==> src/rtl/fm_step_engine_if.sv <==
// Request/response handshake bundle for the FM-index backward-search step engine.
interface fm_step_engine_if #(
    parameter int unsigned SYM_W = 2,
    parameter int unsigned IDX_W = 8
);
    logic             in_valid;
    logic             in_ready;
    logic [SYM_W-1:0] in_sym;
    logic [IDX_W-1:0] in_k;
    logic [IDX_W-1:0] in_l;
    logic             out_valid;
    logic             out_ready;
    logic [IDX_W-1:0] out_k;
    logic [IDX_W-1:0] out_l;
    logic             out_empty;

    // Requester side: issues steps and consumes results.
    modport master (
        output in_valid, in_sym, in_k, in_l, out_ready,
        input  in_ready, out_valid, out_k, out_l, out_empty
    );

    // Engine side.
    modport slave (
        input  in_valid, in_sym, in_k, in_l, out_ready,
        output in_ready, out_valid, out_k, out_l, out_empty
    );
endinterface

==> src/rtl/fm_step_engine.sv <==
// One FM-index backward-search step: given symbol a and SA interval [k,l], produce
// k' = C(a) + Occ(a,k-1) + 1 and l' = C(a) + Occ(a,l) using external C and Occ ROMs.
module fm_step_engine #(
    parameter int unsigned SYM_W   = 2,
    parameter int unsigned IDX_W   = 8,
    parameter int unsigned CNT_W   = 8,
    parameter int unsigned ROM_LAT = 0
) (
    input  logic                          clk,
    input  logic                          rst,
    fm_step_engine_if.slave               bus,
    output logic                          ce_rom_C_o,
    output logic [SYM_W-1:0]              addr_rom_C_o,
    input  logic [CNT_W-1:0]              data_C_i,
    output logic                          ce_rom_Occ_o,
    output logic [IDX_W-1:0]              addr_rom_Occ_o,
    input  logic [(2**SYM_W)*CNT_W-1:0]   data_Occ_i
);
    localparam int unsigned SUM_W = IDX_W + 1;

    typedef enum logic [2:0] {StIdle, StRdC, StRdK, StRdL, StCalc, StOut} state_e;

    state_e           state_q, state_d;
    logic [1:0]       wait_q, wait_d;
    logic [SYM_W-1:0] sym_q, sym_d;
    logic [IDX_W-1:0] k_q, k_d, l_q, l_d;
    logic [CNT_W-1:0] c_q, c_d, occ_k_q, occ_k_d, occ_l_q, occ_l_d;
    logic [IDX_W-1:0] out_k_q, out_k_d, out_l_q, out_l_d;
    logic             out_empty_q, out_empty_d;

    logic             rd_done;
    logic [CNT_W-1:0] occ_sel;
    logic [SUM_W-1:0] k_sum, l_sum;

    // ROM data is only trusted ROM_LAT cycles after the ce cycle of a read state.
    assign rd_done = (wait_q == 2'(ROM_LAT));
    assign occ_sel = data_Occ_i[sym_q*CNT_W +: CNT_W];
    assign k_sum   = SUM_W'(c_q) + SUM_W'(occ_k_q) + SUM_W'(1);
    assign l_sum   = SUM_W'(c_q) + SUM_W'(occ_l_q);

    assign bus.out_k     = out_k_q;
    assign bus.out_l     = out_l_q;
    assign bus.out_empty = out_empty_q;

    // State and datapath registers with synchronous reset.
    always_ff @(posedge clk) begin
        if (rst) begin
            state_q     <= StIdle;
            wait_q      <= '0;
            sym_q       <= '0;
            k_q         <= '0;
            l_q         <= '0;
            c_q         <= '0;
            occ_k_q     <= '0;
            occ_l_q     <= '0;
            out_k_q     <= '0;
            out_l_q     <= '0;
            out_empty_q <= 1'b0;
        end else begin
            state_q     <= state_d;
            wait_q      <= wait_d;
            sym_q       <= sym_d;
            k_q         <= k_d;
            l_q         <= l_d;
            c_q         <= c_d;
            occ_k_q     <= occ_k_d;
            occ_l_q     <= occ_l_d;
            out_k_q     <= out_k_d;
            out_l_q     <= out_l_d;
            out_empty_q <= out_empty_d;
        end
    end

    // Next-state, ROM sequencing and handshake outputs.
    always_comb begin
        state_d        = state_q;
        wait_d         = wait_q;
        sym_d          = sym_q;
        k_d            = k_q;
        l_d            = l_q;
        c_d            = c_q;
        occ_k_d        = occ_k_q;
        occ_l_d        = occ_l_q;
        out_k_d        = out_k_q;
        out_l_d        = out_l_q;
        out_empty_d    = out_empty_q;
        bus.in_ready   = 1'b0;
        bus.out_valid  = 1'b0;
        ce_rom_C_o     = 1'b0;
        addr_rom_C_o   = '0;
        ce_rom_Occ_o   = 1'b0;
        addr_rom_Occ_o = '0;

        unique case (state_q)
            StIdle: begin
                bus.in_ready = !rst;
                if (bus.in_valid && bus.in_ready) begin
                    sym_d  = bus.in_sym;
                    k_d    = bus.in_k;
                    l_d    = bus.in_l;
                    wait_d = '0;
                    if (bus.in_k > bus.in_l) begin
                        // Already-empty interval passes straight through without ROM reads.
                        out_k_d     = bus.in_k;
                        out_l_d     = bus.in_l;
                        out_empty_d = 1'b1;
                        state_d     = StOut;
                    end else begin
                        state_d = StRdC;
                    end
                end
            end
            StRdC: begin
                ce_rom_C_o   = (wait_q == 2'd0);
                addr_rom_C_o = sym_q;
                if (rd_done) begin
                    c_d    = data_C_i;
                    wait_d = '0;
                    if (k_q == '0) begin
                        // Occ(a,-1) is defined as zero, so the k read is skipped.
                        occ_k_d = '0;
                        state_d = StRdL;
                    end else begin
                        state_d = StRdK;
                    end
                end else begin
                    wait_d = wait_q + 2'd1;
                end
            end
            StRdK: begin
                ce_rom_Occ_o   = (wait_q == 2'd0);
                addr_rom_Occ_o = k_q - IDX_W'(1);
                if (rd_done) begin
                    occ_k_d = occ_sel;
                    wait_d  = '0;
                    state_d = StRdL;
                end else begin
                    wait_d = wait_q + 2'd1;
                end
            end
            StRdL: begin
                ce_rom_Occ_o   = (wait_q == 2'd0);
                addr_rom_Occ_o = l_q;
                if (rd_done) begin
                    occ_l_d = occ_sel;
                    wait_d  = '0;
                    state_d = StCalc;
                end else begin
                    wait_d = wait_q + 2'd1;
                end
            end
            StCalc: begin
                // Emptiness uses the full-width sums; outputs keep the low bits.
                out_k_d     = k_sum[IDX_W-1:0];
                out_l_d     = l_sum[IDX_W-1:0];
                out_empty_d = (k_sum > l_sum);
                state_d     = StOut;
            end
            StOut: begin
                bus.out_valid = 1'b1;
                if (bus.out_ready) begin
                    state_d = StIdle;
                end
            end
            default: begin
                state_d = StIdle;
            end
        endcase
    end
endmodule

==> src/flat_wrapper.sv <==
// flat-port wrapper written by rule: the top's interface ports become plain ports
module fm_step_engine_flat 
#(
    parameter int unsigned SYM_W   = 2,
    parameter int unsigned IDX_W   = 8,
    parameter int unsigned CNT_W   = 8,
    parameter int unsigned ROM_LAT = 0
)
  (clk, rst, ce_rom_C_o, addr_rom_C_o, data_C_i, ce_rom_Occ_o, addr_rom_Occ_o, data_Occ_i, bus_in_valid, bus_in_sym, bus_in_k, bus_in_l, bus_out_ready, bus_in_ready, bus_out_valid, bus_out_k, bus_out_l, bus_out_empty);
  fm_step_engine_if #(.SYM_W(SYM_W), .IDX_W(IDX_W)) bus_i ();
  input  logic clk;
  input  logic rst;
  output logic ce_rom_C_o;
  output logic [SYM_W-1:0] addr_rom_C_o;
  input  logic [CNT_W-1:0] data_C_i;
  output logic ce_rom_Occ_o;
  output logic [IDX_W-1:0] addr_rom_Occ_o;
  input  logic [(2**SYM_W)*CNT_W-1:0] data_Occ_i;
  input wire logic [$bits(bus_i.in_valid)-1:0] bus_in_valid;
  input wire logic [$bits(bus_i.in_sym)-1:0] bus_in_sym;
  input wire logic [$bits(bus_i.in_k)-1:0] bus_in_k;
  input wire logic [$bits(bus_i.in_l)-1:0] bus_in_l;
  input wire logic [$bits(bus_i.out_ready)-1:0] bus_out_ready;
  output wire logic [$bits(bus_i.in_ready)-1:0] bus_in_ready;
  output wire logic [$bits(bus_i.out_valid)-1:0] bus_out_valid;
  output wire logic [$bits(bus_i.out_k)-1:0] bus_out_k;
  output wire logic [$bits(bus_i.out_l)-1:0] bus_out_l;
  output wire logic [$bits(bus_i.out_empty)-1:0] bus_out_empty;
  assign bus_i.in_valid = bus_in_valid;
  assign bus_i.in_sym = bus_in_sym;
  assign bus_i.in_k = bus_in_k;
  assign bus_i.in_l = bus_in_l;
  assign bus_i.out_ready = bus_out_ready;
  assign bus_in_ready = bus_i.in_ready;
  assign bus_out_valid = bus_i.out_valid;
  assign bus_out_k = bus_i.out_k;
  assign bus_out_l = bus_i.out_l;
  assign bus_out_empty = bus_i.out_empty;
  fm_step_engine #(.SYM_W(SYM_W), .IDX_W(IDX_W), .CNT_W(CNT_W), .ROM_LAT(ROM_LAT)) u_core (.clk(clk), .rst(rst), .bus(bus_i), .ce_rom_C_o(ce_rom_C_o), .addr_rom_C_o(addr_rom_C_o), .data_C_i(data_C_i), .ce_rom_Occ_o(ce_rom_Occ_o), .addr_rom_Occ_o(addr_rom_Occ_o), .data_Occ_i(data_Occ_i));
endmodule
==> config.mk <==
export PLATFORM = sky130hd
export DESIGN_NAME = fm_step_engine_flat
export DESIGN_NICKNAME = d
export VERILOG_FILES = /design/src/rtl/fm_step_engine_if.sv /design/src/rtl/fm_step_engine.sv /design/src/flat_wrapper.sv
export SDC_FILE = /design/constraint.sdc
export NUM_CORES = 1
export LEC_CHECK = 0
export CAP_MARGIN = 10
export CORE_UTILIZATION = 35
export DETAILED_ROUTE_END_ITERATION = 10
export PLACE_DENSITY = 0.65
export SETUP_SLACK_MARGIN = 0.1
export SKIP_CTS_REPAIR_TIMING = 1
export SYNTH_ARGS = -nofsm -noshare
export SYNTH_HDL_FRONTEND = slang
export SYNTH_SLANG_ARGS = --single-unit
==> constraint.sdc <==
create_clock -name clk -period 2.8 [get_ports clk]
set_input_delay 0.28 -clock clk [delete_from_list [all_inputs] [get_ports clk]]
set_output_delay 0.28 -clock clk [all_outputs]
set_load 0.01 [all_outputs]
==> results by group, run 1 <==
Setup path
  – Worst r2r src: u_core.c_q[0]$_SDFFE_PP0P_
  – Worst reg-to-reg path cell count: 14
  – Max incr delay on CP: 0.38 ns
  – Reg2Reg Setup Slack: approximately 0.039 ns
  – CP required: just over 3 ns
  – Crit path kind: reg2reg
  – R2R Path End: u_core.bus.out_empty$_SDFFE_PP0P_
  – Worst Path Max Fanout: 3
  – Setup crit start kind: flop
  – Worst-path cell chain: inv_1, ha_2, fa_2, nor2b_1, o31a_1, o311a_1, o21ai_1, nand2b_1, ha_1, nand4_1, buf_4, nor2_2, a31oi_1, o311a_1
  – CP Capture Type: flop
  – Arr. time, crit path: around 3.0 ns
  – Most used cell, CP: o311a_1
  – Max stage delay cell, worst path: o311a_1

Route
  – Drt wl/cell: roughly 17 um
  – Drt pass-1 iters: 8
  – Initial drt markers: around 160
  – Drt via density: ~5.5
  – DR DRC count: 3
  – Vias: 4,153
  – Drt total wl: 12.5 mm
  – Detail Route Antenna Nets: 0

Final layout
  – Area Growth Syn to Fin: 34.9%
  – # diodes: 0
  – Final instance area: 5740 um^2
  – Post-route insts no fill: between 700 and 800
  – Share of cells above drive strength 1: approximately 12%
  – NumNets Final: about 700

Synthesis
  – Synth Flop Type: dfxtp_1
  – Syn Std Cell Area: ~4300 um^2
  – Cell count after synthesis: about 500
  – Synthesized net count: between 600 and 700
  – Seq/Total Area, Yosys: between 30% and 40%
  – Yosys cell types: 60
  – Syn avg cell area: 8.34 um^2
  – Synth warn: 0
  – EDFF count, synth: 0
  – Number of synthesized register bits: 64
  – Async SR Flop Fraction: 0%

GRT
  – Antenna violations before repair: 0
  – Total track usage: between 20% and 30%
  – Grt met3 use: 4.48%
  – Total gr overflow: 0
  – Vias in the first global route: approximately 4k
  – First-pass GRT wire length: roughly 20 mm
  – Busiest grt layer: met2
  – Met1 track demand over resource: about a quarter
  – Largest net degree at the start of global routing: 38
  – M2 GR Usage: between 30% and 40%

Place
  – Placed wire-length estimate: ~9.8 mm
  – Place WS: -0.0560 ns
  – Placed cell area: roughly 5300 um^2
  – Dpl cells: between 700 and 800
  – PortBufs: 92
  – GPL Wtd Cong: approximately 0.84

Timing
  – Final-report hold violation count: 0
  – Final Cycle Share: a little over nine tenths
  – Period minus WS final: ~2.8 ns
  – Max Clock Freq: around 0.36 GHz
  – Final hold slack: around 0.46 ns
  – # setup viols final: 0
  – Worst slew pin tran: around 0.67 ns
  – Clock skew: 0.00950 ns
  – Unrepaired setup endpoints after global routing: true
  – Final slew viol count: 0
  – Post-route setup slack: 0.0388 ns
  – Slew HR: roughly 55%

Pwr
  – Maximum VDD drop: ~0.00032 V
  – Power density over the cells: ~900 nW/um^2
  – P_leak: around 2.4 nW

Floorplanning
  – Std cell rows: 39
  – Core area: about 12,000 um^2
  – Initial Util: 36.6%
  – Die W: ~110 um
  – Die area: 12,600 um^2
  – Die height: 112 um
  – Io pins: 93

CTS
  – Clk pin slew, worst setup/hold paths: approximately 0.050 ns
  – Clock sinks: 64
  – H-tree depth: 3
  – Worst skew pair latency: roughly 0.33 ns
  – CTS buffer count: 9
  – Root Driver: clkbuf_16
  – CTS tree: yes
  – Longest Clk Path Bufs: 2

Run status
  – Violated checks: design-rule violations
  – Status: finished, violations left

Flow run
  – Max-cap violations: 0

Worst hold path
  – HP Class: reg2reg
  – WHS Endpoint: u_core.occ_l_q[0]$_SDFFE_PP0P_
  – Launch point of the worst hold path: u_core.occ_l_q[0]$_SDFFE_PP0P_
  – Hold path cells: 2
-- where the power goes --
group / switching (mW) / internal (mW) / leakage, nW
Clock: 0.405 / 0.825 / 0.165
Combinational: 1.33 / 1.19 / 1.66
Sequential: 0.228 / 1.14 / 0.524
Total: 1.96 / 3.15 / 2.35
-- worst max-delay path by stage --
stage	start	endpoint	slack [ns]	cells after the start
3_3_place_gp	u_core.occ_l_q[0]$_SDFFE_PP0P_	u_core.bus.out_empty$_SDFFE_PP0P_	0.002	13
4_1_cts	u_core.occ_l_q[0]$_SDFFE_PP0P_	u_core.bus.out_empty$_SDFFE_PP0P_	-0.07	13
5_1_grt	u_core.c_q[0]$_SDFFE_PP0P_	u_core.bus.out_empty$_SDFFE_PP0P_	-0.16	14
2_1_floorplan	u_core.occ_l_q[0]$_SDFFE_PP0P_	u_core.bus.out_empty$_SDFFE_PP0P_	0.13	13
6_report	u_core.c_q[0]$_SDFFE_PP0P_	u_core.bus.out_empty$_SDFFE_PP0P_	0.04	14
3_5_place_dp	u_core.occ_l_q[0]$_SDFFE_PP0P_	u_core.bus.out_empty$_SDFFE_PP0P_	-0.06	13
-- critical path, delay by kind of cell (launching register included) --
kind,cells,cell delay (ns)
AOI/OAI and AO/OA,5,1.01
adders and majority gates,3,0.71
and+or+nand+nor,4,0.38
DFF,1,0.32
buffers and inverters,2,0.23
-- Yosys cell counts (4+ instances only) --
cell type | instances | area (um^2)
a211oi_1 | 9 | 67.6
a21o_1 | 10 | 75.1
a21oi_1 | 40 | 200
a22o_1 | 8 | 70.1
a31oi_1 | 4 | 25.0
and2_1 | 5 | 31.3
and4_1 | 4 | 35.0
buf_1 | 5 | 18.8
buf_2 | 5 | 25.0
buf_6 | 4 | 45.0
clkbuf_1 | 9 | 33.8
dfxtp_1 | 64 | 1280
ha_1 | 36 | 450
inv_1 | 26 | 97.6
mux4_2 | 8 | 180
nand2_1 | 79 | 297
nand2b_1 | 9 | 56.3
nand3_1 | 20 | 100
nor2_1 | 31 | 116
nor2b_1 | 8 | 50.1
nor3_1 | 12 | 60.1
nor4_1 | 8 | 50.1
o211ai_1 | 6 | 45.0
o21ai_0 | 23 | 115
o311a_1 | 7 | 70.1
o31a_1 | 4 | 35.0
xor2_1 | 7 | 61.3
-- layout by cell type, fill, tap and decap left out, drive strengths merged, types with 4 or more instances in the layout --
master         count
inv               28
xor2               7
and2               5
a21o              10
nand3             20
a22o               8
a311oi             6
nor3b              4
clkdlybuf4s50     91
o311a              7
buf               17
clkbuf            11
a31oi              4
nor2b              8
nor3              12
a211oi            10
ha                36
nor4              11
and4               4
o211ai             6
o31a               4
nand2             79
mux4               8
dfxtp             64
a21oi             41
nand2b             9
o21ai             27
nor2              31
-- flip-flops by register name, summed over array words and instances (netlist names) --
name / flops
u_core.bus.out_empty: 1
u_core.l_q: 8
u_core.sym_q: 2
u_core.occ_k_q: 8
u_core.bus.out_l: 8
u_core.bus.out_k: 8
u_core.c_q: 8
u_core.wait_q: 2
u_core.occ_l_q: 8
u_core.state_q: 3
u_core.k_q: 8
-- final cells by class --
| cell class | count | area, um^2 |
|---|---|---|
| Tap cell | 143 | 179 |
| Clock inverter | 5 | 78.8 |
| Inverter | 28 | 105 |
| Fill cell | 1091 | 5880 |
| Timing Repair Buffer | 109 | 1050 |
| Clock buffer | 11 | 253 |
| Multi-Input combinational cell | 393 | 2790 |
| Sequential cell | 64 | 1280 |
-- logic make-up (layout without fill, tap and decap cells) --
logic type / count (synthesis) / count (layout) / share of synthesized area (%)
buffers and inverters: 53 / 153 / 5.71
flip-flops: 64 / 64 / 30.1
AO/OA/AOI/OAI: 138 / 138 / 22.6
XOR/XNOR: 10 / 10 / 2.06
adder cells (fa/ha/maj): 38 / 38 / 11.5
multiplexers: 11 / 11 / 4.94
AND/OR/NAND/NOR: 196 / 196 / 23.1
-- routing by layer --
layer  up-vias  routed length (um)  share of wire (%)
li1       2053                   -                  -
met1      1953                5650                 45
met2       125                5850                 47
met3        22                 664                5.3
met4         0                 308                2.5
met5         -                   0                  0
-- metrics by stage --
stage | setup TNS, ns | utilization (%) | total power [mW]
3_3_place_gp | 0 | 45.9 | 3.70
3_5_place_dp | -0.0560 | 45.9 | 3.76
2_1_floorplan | 0 | - | 2.89
5_1_grt | -0.157 | 49.4 | 5.45
4_1_cts | -0.0740 | 48.7 | 5.00
6_report | 0 | 49.4 | 5.11
Note: power is estimated with default switching activity, not from simulation.
==> inputs of run 2 (changes only) <==
--- a/config.mk
+++ b/config.mk
@@ -8,6 +8,7 @@
 export CAP_MARGIN = 10
 export CORE_UTILIZATION = 35
 export DETAILED_ROUTE_END_ITERATION = 10
+export HOLD_SLACK_MARGIN = 0.06
 export PLACE_DENSITY = 0.65
 export SETUP_SLACK_MARGIN = 0.1
 export SKIP_CTS_REPAIR_TIMING = 1
==> results of run 2 <==
Final layout, timing and power as in run 1 (identical DEF).
==> inputs of run 3 (changes only) <==
--- a/config.mk
+++ b/config.mk
@@ -11,7 +11,6 @@
 export HOLD_SLACK_MARGIN = 0.06
 export PLACE_DENSITY = 0.65
 export SETUP_SLACK_MARGIN = 0.1
-export SKIP_CTS_REPAIR_TIMING = 1
 export SYNTH_ARGS = -nofsm -noshare
 export SYNTH_HDL_FRONTEND = slang
 export SYNTH_SLANG_ARGS = --single-unit
==> run 3 against run 2 <==
  * The flow finishes with violations (design-rule violations, negative setup slack)
  * Power rose by 0.94%
  * Die area unchanged
  * First-iteration DRC count increased by 20%
  * Register-to-register slack got worse by 0.04 ns
  * Maximum frequency decreased by 1.5%
  * Via count rose by 1.2%
  * Utilization up 0.74 points
  * Critical path type unchanged
==> results by group, run 3 (synthesis results as in run 1) <==
Run status
  – Status: finished, violations left (unchanged)
  – Violated checks: design-rule violations, negative setup slack (was design-rule violations)

Setup path
  – Reg2Reg Setup Slack: -0.004 ns (was 0.04 ns)
  – Critical path origin: u_core.c_q[0]$_SDFFE_PP0P_ (unchanged)
  – CP required: 3.08 ns (was 3.02 ns)
  – Worst Path Max Fanout: 3 (unchanged)
  – Setup crit start kind: flop (unchanged)
  – CP Capture Type: flop (unchanged)
  – Worst reg-to-reg path cell count: 14 (unchanged)
  – Worst setup path end: u_core.bus.out_empty$_SDFFE_PP0P_ (unchanged)
  – Crit path kind: reg2reg (unchanged)
  – Worst r2r src: u_core.c_q[0]$_SDFFE_PP0P_ (unchanged)
  – Arr. time, crit path: 3.08 ns (was 2.98 ns)
  – R2R Path End: u_core.bus.out_empty$_SDFFE_PP0P_ (unchanged)

Timing
  – Period minus WS final: 2.80 ns (was 2.76 ns)
  – # setup viols final: 1 (was 0)
  – Clock skew: 0.0103 ns (was 0.00950 ns)
  – Final slew viol count: 0 (unchanged)
  – Worst slew pin tran: 0.681 ns (was 0.668 ns)
  – Final hold slack: 0.467 ns (was 0.460 ns)
  – Final-report hold violation count: 0 (unchanged)
  – Max Clock Freq: 0.357 GHz (was 0.362 GHz)
  – Slew HR: 54.5% (was 55.4%)
  – Unrepaired setup endpoints after global routing: true (unchanged)
  – Final Cycle Share: 100% (was 98.6%)
  – Post-route setup slack: -0.00422 ns (was 0.0388 ns)

Route
  – Initial drt markers: 195 (was 162)
  – Detail Route Antenna Nets: 0 (unchanged)
  – Drt wl/cell: 16.7 um (was 16.6 um)
  – Drt via density: 5.54 (was 5.52)
  – Drt pass-1 iters: 8 (unchanged)
  – DR DRC count: 3 (unchanged)
  – Vias: 4,203 (was 4,153)
  – Drt total wl: 12.7 mm (was 12.5 mm)

GRT
  – Vias in the first global route: 4,054 (was 4,025)
  – Antenna violations before repair: 0 (unchanged)
  – Total gr overflow: 0 (unchanged)
  – Largest net degree at the start of global routing: 38 (unchanged)
  – First-pass GRT wire length: 20.3 mm (was 20.1 mm)
  – Total track usage: 20.5% (was 20.3%)

Final layout
  – Fill count: 1,077 (was 1,091)
  – NumNets Final: 711 (was 705)
  – Commonest non-fill, non-tap cell in the layout: clkdlybuf4s50_1 (unchanged)
  – Share of cells above drive strength 1: 13.6% (was 12.1%)
  – Area Growth Syn to Fin: 36.9% (was 34.9%)
  – # diodes: 0 (unchanged)
  – Commonest non-fill, non-tap cells in the layout: clkdlybuf4s50_1, nand2_1, dfxtp_1 (unchanged)

CTS
  – Clk pin slew, worst setup/hold paths: 0.06 ns (was 0.05 ns)
  – Worst skew pair latency: 0.33 ns (about the same)
  – Cts hold-fix bufs: 0
  – Root Driver: clkbuf_16 (unchanged)
  – CTS buffer count: 9 (unchanged)
  – CTS tree: yes (unchanged)
  – H-tree depth: 3 (unchanged)
  – Longest Clk Path Bufs: 2 (unchanged)
  – Clock sinks: 64 (unchanged)

Floorplanning
  – Std cell rows: 39 (unchanged)
  – Io pins: 93 (unchanged)
  – Die area: 12,600 um^2 (unchanged)
  – Core area: 11,600 um^2 (unchanged)
  – Die height: 112 um (unchanged)
  – Initial Util: 36.6% (unchanged)
  – Die W: 112 um (unchanged)

Place
  – PortBufs: 92 (unchanged)
  – GPL Wtd Cong: 0.841 (unchanged)
  – Placed wire-length estimate: 9.84 mm (unchanged)

Pwr
  – Post-route total power: 5.16 mW (was 5.11 mW)
  – Maximum VDD drop: 0.000336 V (was 0.000322 V)
  – Power density over the cells: 886 nW/um^2 (was 891 nW/um^2)
  – P_leak: 2.38 nW (was 2.35 nW)

Flow run
  – Max-cap violations: 0 (unchanged)

Worst hold path
  – HP Class: reg2reg (unchanged)
  – Launch point of the worst hold path: u_core.occ_l_q[2]$_SDFFE_PP0P_ (was u_core.occ_l_q[0]$_SDFFE_PP0P_)
## run 3: cell types whose count changed in the layout (fill, tap and decap cells not counted)
cell / previous run / this run
inv_1: 24 / 23
ha_4: 1 / 4
dfxtp_1: 61 / 60
inv_4: 0 / 1
ha_2: 2 / 0
nor2b_1: 7 / 6
dfxtp_4: 0 / 1
nor2b_2: 1 / 2
ha_1: 33 / 32
buf_4: 17 / 23
## run 3: per-layer routing
metal	global-route usage, %	part of all wire [%]	vias up
met1	26.0	44	1979
met3	4.59	6.1	28
li1	-	-	2063
met2	33.3	47	133
met5	0	0	-
met4	9.07	2.7	0
## run 3: stage by stage
step | cells | worst slack, ns | setup TNS [ns] | util [%] | area (um^2)
floorplan | 510 | 0.135 | 0 | - | 4250
global placement | 735 | 0.00186 | 0 | 45.9 | 5330
detailed placement | 735 | -0.0560 | -0.0560 | 45.9 | 5330
CTS | 757 | -0.0477 | -0.0477 | 49.5 | 5750
global route | 759 | -0.229 | -0.229 | 50.1 | 5820
finish | 759 | -0.00422 | -0.00422 | 50.1 | 5820
## run 3: worst min path at each step
stage | to | slack (ns) | depth (start not counted)
finish | u_core.occ_l_q[2]$_SDFFE_PP0P_ | 0.47 | 2
global route | u_core.sym_q[0]$_SDFFE_PP0P_ | 0.48 | 3
CTS | u_core.l_q[0]$_SDFFE_PP0P_ | 0.47 | 2
detailed placement | u_core.l_q[0]$_SDFFE_PP0P_ | 0.46 | 2
global placement | u_core.l_q[0]$_SDFFE_PP0P_ | 0.45 | 2
floorplan | u_core.k_q[2]$_SDFFE_PP0P_ | 0.38 | 2
## run 3: critical path: stages (launching register included)
cell      delay (ns)
dfxtp_4         0.36
inv_4           0.06
ha_4            0.13
fa_2            0.21
nor2b_2         0.05
o31a_1          0.32
o311a_1         0.38
o21ai_1         0.14
nand2b_1        0.07
ha_1            0.29
nand4_1         0.14
nor4_2          0.24
nor3_1          0.07
o211ai_1        0.12
o311a_1         0.17
## run 3: cell type report
type                       instances  area (um^2)  area share [%]
multi-input combinational        393         2820            48.4
sequential                        64         1290            22.1
timing repair buffer             115         1100            18.8
clock buffer                      11          253            4.34
tap                              143          179            3.07
inverter                          28          108            1.85
clock inverter                     5         78.8            1.35
## run 3: what timing repair did
item / 4_1_cts / 5_1_grt
setup endpoints to repair: 1 / 3
setup buffers: 6 / 3
pin swaps: 13 / 15
hold endpoints to repair: 0 / 0
gates resized for setup: 10 / 17
## run 3: report_power, final
group / leakage, nW / internal (mW) / switching, mW
Clock: 0.165 / 0.826 / 0.408
Sequential: 0.524 / 1.14 / 0.237
Combinational: 1.69 / 1.21 / 1.34
Total: 2.38 / 3.17 / 1.99
